File: src/rtl/axi_brs.sv
// -----------------------------------------------------------------------------
// axi_brs -- full AXI-style register slice (main register + skid register).
//
// Breaks every combinational path between the upstream and downstream
// handshakes. All outputs come straight from flops, so the slice can sit
// between two timing-critical blocks without adding logic on either side.
//
// Ports:
//   clk      in   single clock, rising edge
//   rst_n    in   asynchronous active-low reset
//   m_data   in   [DW]  upstream payload
//   m_valid  in   upstream valid
//   m_ready  out  upstream ready (flop)
//   s_data   out  [DW]  downstream payload (main register)
//   s_valid  out  downstream valid (flop)
//   s_ready  in   downstream ready
//   count    out  [2]   occupancy: 0, 1 or 2 beats held
// -----------------------------------------------------------------------------
module axi_brs #(
    parameter int DW = 64
) (
    input  logic          clk,
    input  logic          rst_n,
    input  logic [DW-1:0] m_data,
    input  logic          m_valid,
    output logic          m_ready,
    output logic [DW-1:0] s_data,
    output logic          s_valid,
    input  logic          s_ready,
    output logic [1:0]    count
);

    // State encoding equals the occupancy, so count is the state flop itself.
    typedef enum logic [1:0] {
        EMPTY = 2'd0,
        BUSY  = 2'd1,
        FULL  = 2'd2
    } state_t;

    state_t        state;
    state_t        state_d;
    logic [DW-1:0] skid;
    logic          accept;
    logic          take;
    logic          load_main_in;
    logic          load_main_skid;
    logic          load_skid;
    logic          s_valid_d;
    logic          m_ready_d;

    assign accept = m_valid & m_ready;
    assign take   = s_valid & s_ready;
    assign count  = state;

    // State register. s_valid and m_ready are registered copies of the state
    // decode (computed from the next state) so they leave the block from flops.
    // NOTE: sequential blocks use non-blocking (<=) so every flop samples the
    // pre-edge values of the others, independent of statement order.
    always_ff @(posedge clk or negedge rst_n) begin
        if (!rst_n) begin
            state   <= EMPTY;
            s_valid <= 1'b0;
            m_ready <= 1'b1;
        end else begin
            state   <= state_d;
            s_valid <= s_valid_d;
            m_ready <= m_ready_d;
        end
    end

    // Next-state and datapath load enables.
    // NOTE: every signal gets a default before the case so no path leaves it
    // unassigned; without that, synthesis infers a latch.
    always_comb begin
        state_d        = state;
        load_main_in   = 1'b0;
        load_main_skid = 1'b0;
        load_skid      = 1'b0;
        unique case (state)
            EMPTY: begin
                if (accept) begin
                    load_main_in = 1'b1;
                    state_d      = BUSY;
                end
            end
            BUSY: begin
                if (accept && take) begin
                    load_main_in = 1'b1;
                end else if (accept) begin
                    load_skid = 1'b1;
                    state_d   = FULL;
                end else if (take) begin
                    state_d = EMPTY;
                end
            end
            FULL: begin
                // m_ready is low here, so no upstream beat can arrive.
                if (take) begin
                    load_main_skid = 1'b1;
                    state_d        = BUSY;
                end
            end
            default: state_d = EMPTY;
        endcase
    end

    // Output decode of the next state; registered above.
    always_comb begin
        s_valid_d = (state_d != EMPTY);
        m_ready_d = (state_d != FULL);
    end

    // Payload registers. Only the main register feeds s_data; the skid
    // register absorbs the one beat accepted in the cycle s_ready drops.
    // NOTE: the payload registers are reset too, so s_data reads zero after
    // reset and no stale beat survives a mid-operation reset.
    always_ff @(posedge clk or negedge rst_n) begin
        if (!rst_n) begin
            s_data <= '0;
            skid   <= '0;
        end else begin
            if (load_main_in) begin
                s_data <= m_data;
            end else if (load_main_skid) begin
                s_data <= skid;
            end
            if (load_skid) begin
                skid <= m_data;
            end
        end
    end

endmodule

File: config.mk
export PLATFORM = sky130hd
export DESIGN_NAME = axi_brs
export DESIGN_NICKNAME = d
export VERILOG_FILES = /design/src/rtl/axi_brs.sv
export SDC_FILE = /design/constraint.sdc
export NUM_CORES = 1
export LEC_CHECK = 0
export ABC_AREA = 1
export BUFFER_PORTS_ARGS = -buffer_cell sky130_fd_sc_hd__buf_2
export CORE_MARGIN = 3
export CORE_UTILIZATION = 54
export CTS_CLUSTER_SIZE = 40
export DETAILED_ROUTE_END_ITERATION = 12
export GPL_TIMING_DRIVEN = 0
export MAX_ROUTING_LAYER = met4
export PLACE_DENSITY = 0.8
export RECOVER_POWER = 100
export SLEW_MARGIN = 25
export SYNTH_ARGS = -nofsm -noshare
export SYNTH_HDL_FRONTEND = slang
export SYNTH_SLANG_ARGS = --single-unit
File: constraint.sdc
create_clock -name clk -period 1.9 [get_ports clk]
set_input_delay 0 -clock clk [delete_from_list [all_inputs] [get_ports clk]]
set_output_delay 0 -clock clk [all_outputs]
set_load 0.02 [all_outputs]
==> impl_metrics.tcl, run 1 <==
set metrics [dict create \
    status "finished clean" \
    clk_pin_slew_ps 60 \
    numCtsBuffers 17 \
    drv_cap 0 \
    syn2layout_area_growth_pct 28.5 \
    hold_path.class "in -> reg" \
    grt_max_degree 71 \
    hold_depth 4 \
    finalMaxSlewViolations 0 \
    r2r_cells 7 \
    arrival_ps 1980 \
    postPlaceCellArea_um2 6970 \
    crit_top_cell "nand2_1" \
    max-slew-margin-rel_pct 35.2 \
    p_per_area_nw_per_um2 1630 \
    vias_per_cell 5.30 \
    port_buffers 135 \
    wl_per_cell_um 15.5 \
    firstDrtPassIters 5 \
    drtIter0Drc 374 \
    worstSkewPairLatency_ps 410 \
    cts_num_sinks 132 \
    hold_start "s_ready" \
    nets 936 \
    synth.distinct_cells 18 \
    cts_tree "yes" \
    finalWirelength_mm 15.8 \
    cp_num_buf_inv 2 \
    start_util_pct 55.7 \
    place_congestion 0.827 \
    rows 38 \
    hold_end "count[1]$_DFF_PN0_" \
    worstMarginPinSlew_ps 972 \
    period_minus_slack_ps 1700 \
    fin_skew_ps 9.40 \
    dp_cells 924 \
    vdd_drop_max_v 0.000835 \
    r2r_end "skid[32]$_DFFE_PN0P_" \
    dpl_worst_slack_ps 310 \
    synthCells 648 \
    core_area_um2 10900 \
    syn_area_per_cell_um2 9.39 \
    dr_total_vias 5402 \
    endpoint_kind "flip-flop" \
    max_freq_mhz 587 \
    total_leakage_power_nw 3.96 \
    rsz0062_at_grt "no" \
    antenna_found_initial 0 \
    synth_nets 716 \
    worst_path_max_delay_cell "dfstp_1" \
    die_x_um 112 \
    track_usage_pct 26.7 \
    first_global_vias 5540 \
    fin_crit_sh_pct 89.7 \
    cts_root_buf "clkbuf_16" \
    hpwl_mm 10.3 \
    die_area_um2 12600 \
    ioPinCount 136 \
    instances_no_fill 1020 \
    crit_fanout 10 \
    die-height_um 112 \
    critPathKind "reg -> reg" \
    antenna_cells 0 \
    ys_warn_count 0 \
    fin_ws_ps 196 \
    grt_overflow_total 0 \
    post-route-util_pct 71.5 \
    cp-start-kind "flip-flop" \
    reg2reg_from "m_ready$_DFF_PN1_" \
    synth-seq-area-share_pct 54.3 \
    path_cells "nand2_1, nor2_2, nand3_1, clkbuf_2, buf_4, nand2_1, o21ai_0" \
    drive_gt1_share_pct 18.8 \
    setup_viol 0 \
    drc_errors 0 \
    rrSetupSlack_ps 200 \
    fin_tns_setup_ps 0 \
    finalHoldViolCount 0 \
    postRouteAntennaNets 0 \
    crit_required_ps 2180 \
    clockBufferDepth 2 \
    syn_area_um2 6090 \
    critical-path-top-delay-family "flip-flops" \
    ys_ff_latch 132 \
    max_stage_delay_ps 530 \
    final_area_um2 7820 \
    cts_max_level 4 \
    grt_pass1_wl_mm 26.3 \
]
-- stage by stage --
stage / hold slack [ps] / power (mW)
after floorplan: -296 / 8.59
after global placement: 250 / 10.0
after detailed placement: -28.6 / 10.3
after CTS: 0.526 / 13.3
after global routing: 29.2 / 13.6
final: 14.7 / 12.8
-- power breakdown --
part | switching, mW | internal, mW
combinational | 3.22 | 1.74
sequential | 0.817 | 4.16
clock | 1.17 | 1.68
total | 5.21 | 7.58
-- per-layer routing --
metal	share of wire [%]	wire length, µm	global-route usage (%)	vias to the layer above
li1	-	-	-	2553
met1	42	6690	33.0	2566
met2	49	7690	42.7	235
met3	6.2	981	5.55	48
met4	3.0	480	12.3	0
met5	0	0	-	-
-- sequential cells by signal, summed over array words and instances (netlist names) --
| register | cells |
|---|---|
| count | 2 |
| s_data | 64 |
| s_valid | 1 |
| m_ready | 1 |
| skid | 64 |
-- logic make-up (layout without fill, tap and decap cells) --
logic type	count (synthesis)	in the layout	share of synthesized area, %
and+or+nand+nor	335	335	29.1
DFF	132	132	54.3
buffers and inverters	117	349	11.1
AOI/OAI and AO/OA	64	64	5.51
-- cell type report --
class	instances	area (µm²)
Inverter	69	259
Tap cell	140	175
Buffer	48	400
Clock buffer	21	450
Timing Repair Buffer	201	1260
Clock inverter	10	61.3
Multi-Input combinational cell	399	1910
Sequential cell	132	3300
Fill cell	857	3110
-- how the worst max path moves through the flow --
stage | startpoint | endpoint | slack [ps] | depth (start not counted)
detailed placement | m_ready$_DFF_PN1_ | s_data[25]$_DFFE_PN0P_ | 310 | 6
CTS | m_ready$_DFF_PN1_ | s_data[13]$_DFFE_PN0P_ | 270 | 6
floorplan | m_ready$_DFF_PN1_ | skid[57]$_DFFE_PN0P_ | 470 | 7
global route | m_ready$_DFF_PN1_ | skid[32]$_DFFE_PN0P_ | 80 | 7
finish | m_ready$_DFF_PN1_ | skid[32]$_DFFE_PN0P_ | 200 | 7
global placement | rst_n | skid[62]$_DFFE_PN0P_ | -840 | 1
-- timing repair --
item,in CTS,in global routing
gates resized for setup,0,0
endpoints found under the hold margin,260,0
buffers inserted,0,0
hold buffers,65,0
setup endpoints to repair,0,0
-- cells in the mapped netlist --
master / n / share of area (%)
nor2_2: 2 / 0.21
nand2_1: 135 / 8.3
dfstp_2: 1 / 0.43
buf_2: 23 / 1.9
clkbuf_1: 1 / 0.062
o21ai_0: 4 / 0.33
nand3_1: 144 / 12
nand3_2: 51 / 8.4
buf_12: 5 / 1.6
o21ai_1: 56 / 4.6
buf_4: 5 / 0.62
inv_1: 67 / 4.1
dfrtp_1: 131 / 54
buf_6: 13 / 2.4
buf_8: 1 / 0.25
o21ai_2: 4 / 0.58
inv_2: 2 / 0.12
nand2_2: 3 / 0.31
-- placed cells by master, fill, tap and decap left out, types with 12 or more instances in the layout --
cell / instances
buf_2: 84
buf_6: 12
clkbuf_1: 73
clkbuf_16: 17
dfrtp_1: 131
dlygate4sd3_1: 65
inv_1: 67
nand2_1: 135
nand3_1: 181
nand3_2: 14
o21ai_0: 43
o21ai_1: 19
-- worst register-to-register path: cells and delay by family, from the launching register on --
family / cells / cell delay (ps)
flip-flops: 1 / 530
AND/OR/NAND/NOR: 4 / 430
AO/OA/AOI/OAI: 1 / 90
buffers and inverters: 2 / 530
(Power assumes the default switching activity.)
==> run 2, diff against run 1 <==
--- a/config.mk
+++ b/config.mk
@@ -8,12 +8,12 @@
 export ABC_AREA = 1
 export BUFFER_PORTS_ARGS = -buffer_cell sky130_fd_sc_hd__buf_2
 export CORE_MARGIN = 3
-export CORE_UTILIZATION = 54
+export CORE_UTILIZATION = 45
 export CTS_CLUSTER_SIZE = 40
 export DETAILED_ROUTE_END_ITERATION = 12
 export GPL_TIMING_DRIVEN = 0
 export MAX_ROUTING_LAYER = met4
-export PLACE_DENSITY = 0.8
+export PLACE_DENSITY = 0.68
 export RECOVER_POWER = 100
 export SLEW_MARGIN = 25
 export SYNTH_ARGS = -nofsm -noshare
==> impl_metrics.tcl, run 2 (synthesis gave the netlist of run 1 again) <==
set metrics [dict create \
    track_usage_pct 22.5 \
    finalWirelength_mm 15.8 \
    period_minus_slack_ps 1730 \
    layout_commonest_cell "nand3_1" \
    postCtsSetupBuffers 0 \
    cts_num_sinks 132 \
    syn2layout_area_growth_pct 33.7 \
    p_per_area_nw_per_um2 1650 \
    crit_required_ps 2190 \
    cts_root_buf "clkbuf_16" \
    cts_hold_buffers 65 \
    drc_errors 0 \
    pwr-share-seq_pct 37.4 \
    die_x_um 122 \
    status "finished clean" \
    swShare_pct 40.0 \
    start_util_pct 47.1 \
    worstMarginPinSlew_ps 1310 \
    finalMaxSlewViolations 0 \
    clockPowerShare_pct 24.4 \
    endpoint_kind "flip-flop" \
    ctsResizeCount 0 \
    fin_skew_ps 5.98 \
    place_congestion 0.793 \
    max_freq_mhz 579 \
    num-fill-cells 1130 \
    dr_total_vias 5302 \
    grt_overflow_total 0 \
    post-route-util_pct 63.0 \
    drive_gt1_share_pct 23.3 \
    max-slew-margin-rel_pct 12.8 \
    postRouteAntennaNets 0 \
    cts_max_level 4 \
    clockBufferDepth 2 \
    finalHoldViolCount 0 \
    nets 936 \
    first_global_vias 5245 \
    vdd_drop_max_v 0.000783 \
    firstDrtPassIters 5 \
    arrival_ps 2020 \
    final_cell_mix "nand3_1, nand2_1, dfrtp_1" \
    antenna_found_initial 0 \
    p_comb_share_pct 38.2 \
    rows 41 \
    rsz0062_at_grt "no" \
    total_leakage_power_nw 4.06 \
    critPathKind "reg -> reg" \
    die-height_um 122 \
    worstSkewPairLatency_ps 420 \
    met1_usage_pct 28.0 \
    fin_crit_sh_pct 91.0 \
    drtIter0Drc 418 \
    wl_per_cell_um 15.0 \
    grt_max_degree 83 \
    holdWs_ps 44.1 \
    drv_cap 0 \
    ioPinCount 136 \
    antenna_cells 0 \
    internal-power_mw 8.05 \
    hold_path.class "in -> reg" \
    cts_tree "yes" \
    cp-start-kind "flip-flop" \
    core_area_um2 12900 \
    netSwitchingPower_mw 5.35 \
    busiest_layer "met2" \
    vias_per_cell 5.04 \
    clk_pin_slew_ps 60 \
    setup_viol 0 \
    crit_fanout 10 \
    met2_usage_pct 35.8 \
    port_buffers 135 \
    numCtsBuffers 17 \
    use_met3_pct 5.71 \
    hpwl_mm 10.5 \
    grt_pass1_wl_mm 25.5 \
    die_area_um2 15000 \
]
==> run 2: changes by cell type in the layout (fill, tap and decap cells not counted), sizes merged <==
cell,delta
buf,-1
bufinv,+3
clkbuf,-3
clkinvlp,+3
clkinv,-2
==> run 2: layer usage <==
layer / vias up / routed length (µm)
li1: 2563 / -
met1: 2537 / 7000
met2: 180 / 7640
met3: 22 / 889
met4: 0 / 233
met5: - / 0
==> run 2: power by group through the flow <==
stage	clock [mW]	sequential (mW)	combinational, mW
6_report	3.27	5.01	5.12
5_1_grt	3.44	5.16	5.68
4_1_cts	3.31	4.98	5.47
3_5_place_dp	0	5.01	5.34
3_3_place_gp	0	4.94	5.18
2_1_floorplan	0	5.73	2.86
==> run 2: worst paths after layout <==
path                                            from                endpoint  slack [ps]  depth (start not counted)
worst min-delay path                         s_ready      count[1]$_DFF_PN0_          40                          4
worst max register to register     m_ready$_DFF_PN1_    skid[60]$_DFFE_PN0P_         170                          7
worst min register to register  skid[43]$_DFFE_PN0P_  s_data[43]$_DFFE_PN0P_         480                          2
min in group asynchronous                      rst_n  s_data[19]$_DFFE_PN0P_         410                          2
worst max-delay path               m_ready$_DFF_PN1_    skid[60]$_DFFE_PN0P_         170                          7
max in group asynchronous                      rst_n    skid[44]$_DFFE_PN0P_         480                          3
==> run 2: per-stage QoR <==
step	worst slack, ps	cell area, µm²	power [mW]	instances	setup TNS [ps]
6_report	172	8140	13.4	1052	0
3_5_place_dp	258	7010	10.4	956	0
2_1_floorplan	466	6090	8.59	648	0
3_3_place_gp	-911	6980	10.1	955	-118190
4_1_cts	251	8250	13.8	1052	0
5_1_grt	68.7	8140	14.3	1052	0
==> run 2: layout make-up <==
class | count | area (µm²) | area share [%]
multi-input combinational | 399 | 2090 | 25.7
sequential | 132 | 3300 | 40.6
clock inverter | 14 | 164 | 2.01
tap | 172 | 215 | 2.64
buffer | 48 | 408 | 5.01
timing repair buffer | 201 | 1270 | 15.6
clock buffer | 17 | 425 | 5.23
inverter | 69 | 259 | 3.18
==> run 2: worst max-delay path, cell delays in order, from the launching register on <==
cell	delay (ps)
dfstp_2	540
nand2_1	90
nor2_2	170
nand3_2	100
clkbuf_1	300
buf_6	240
nand2_1	50
o21ai_0	90
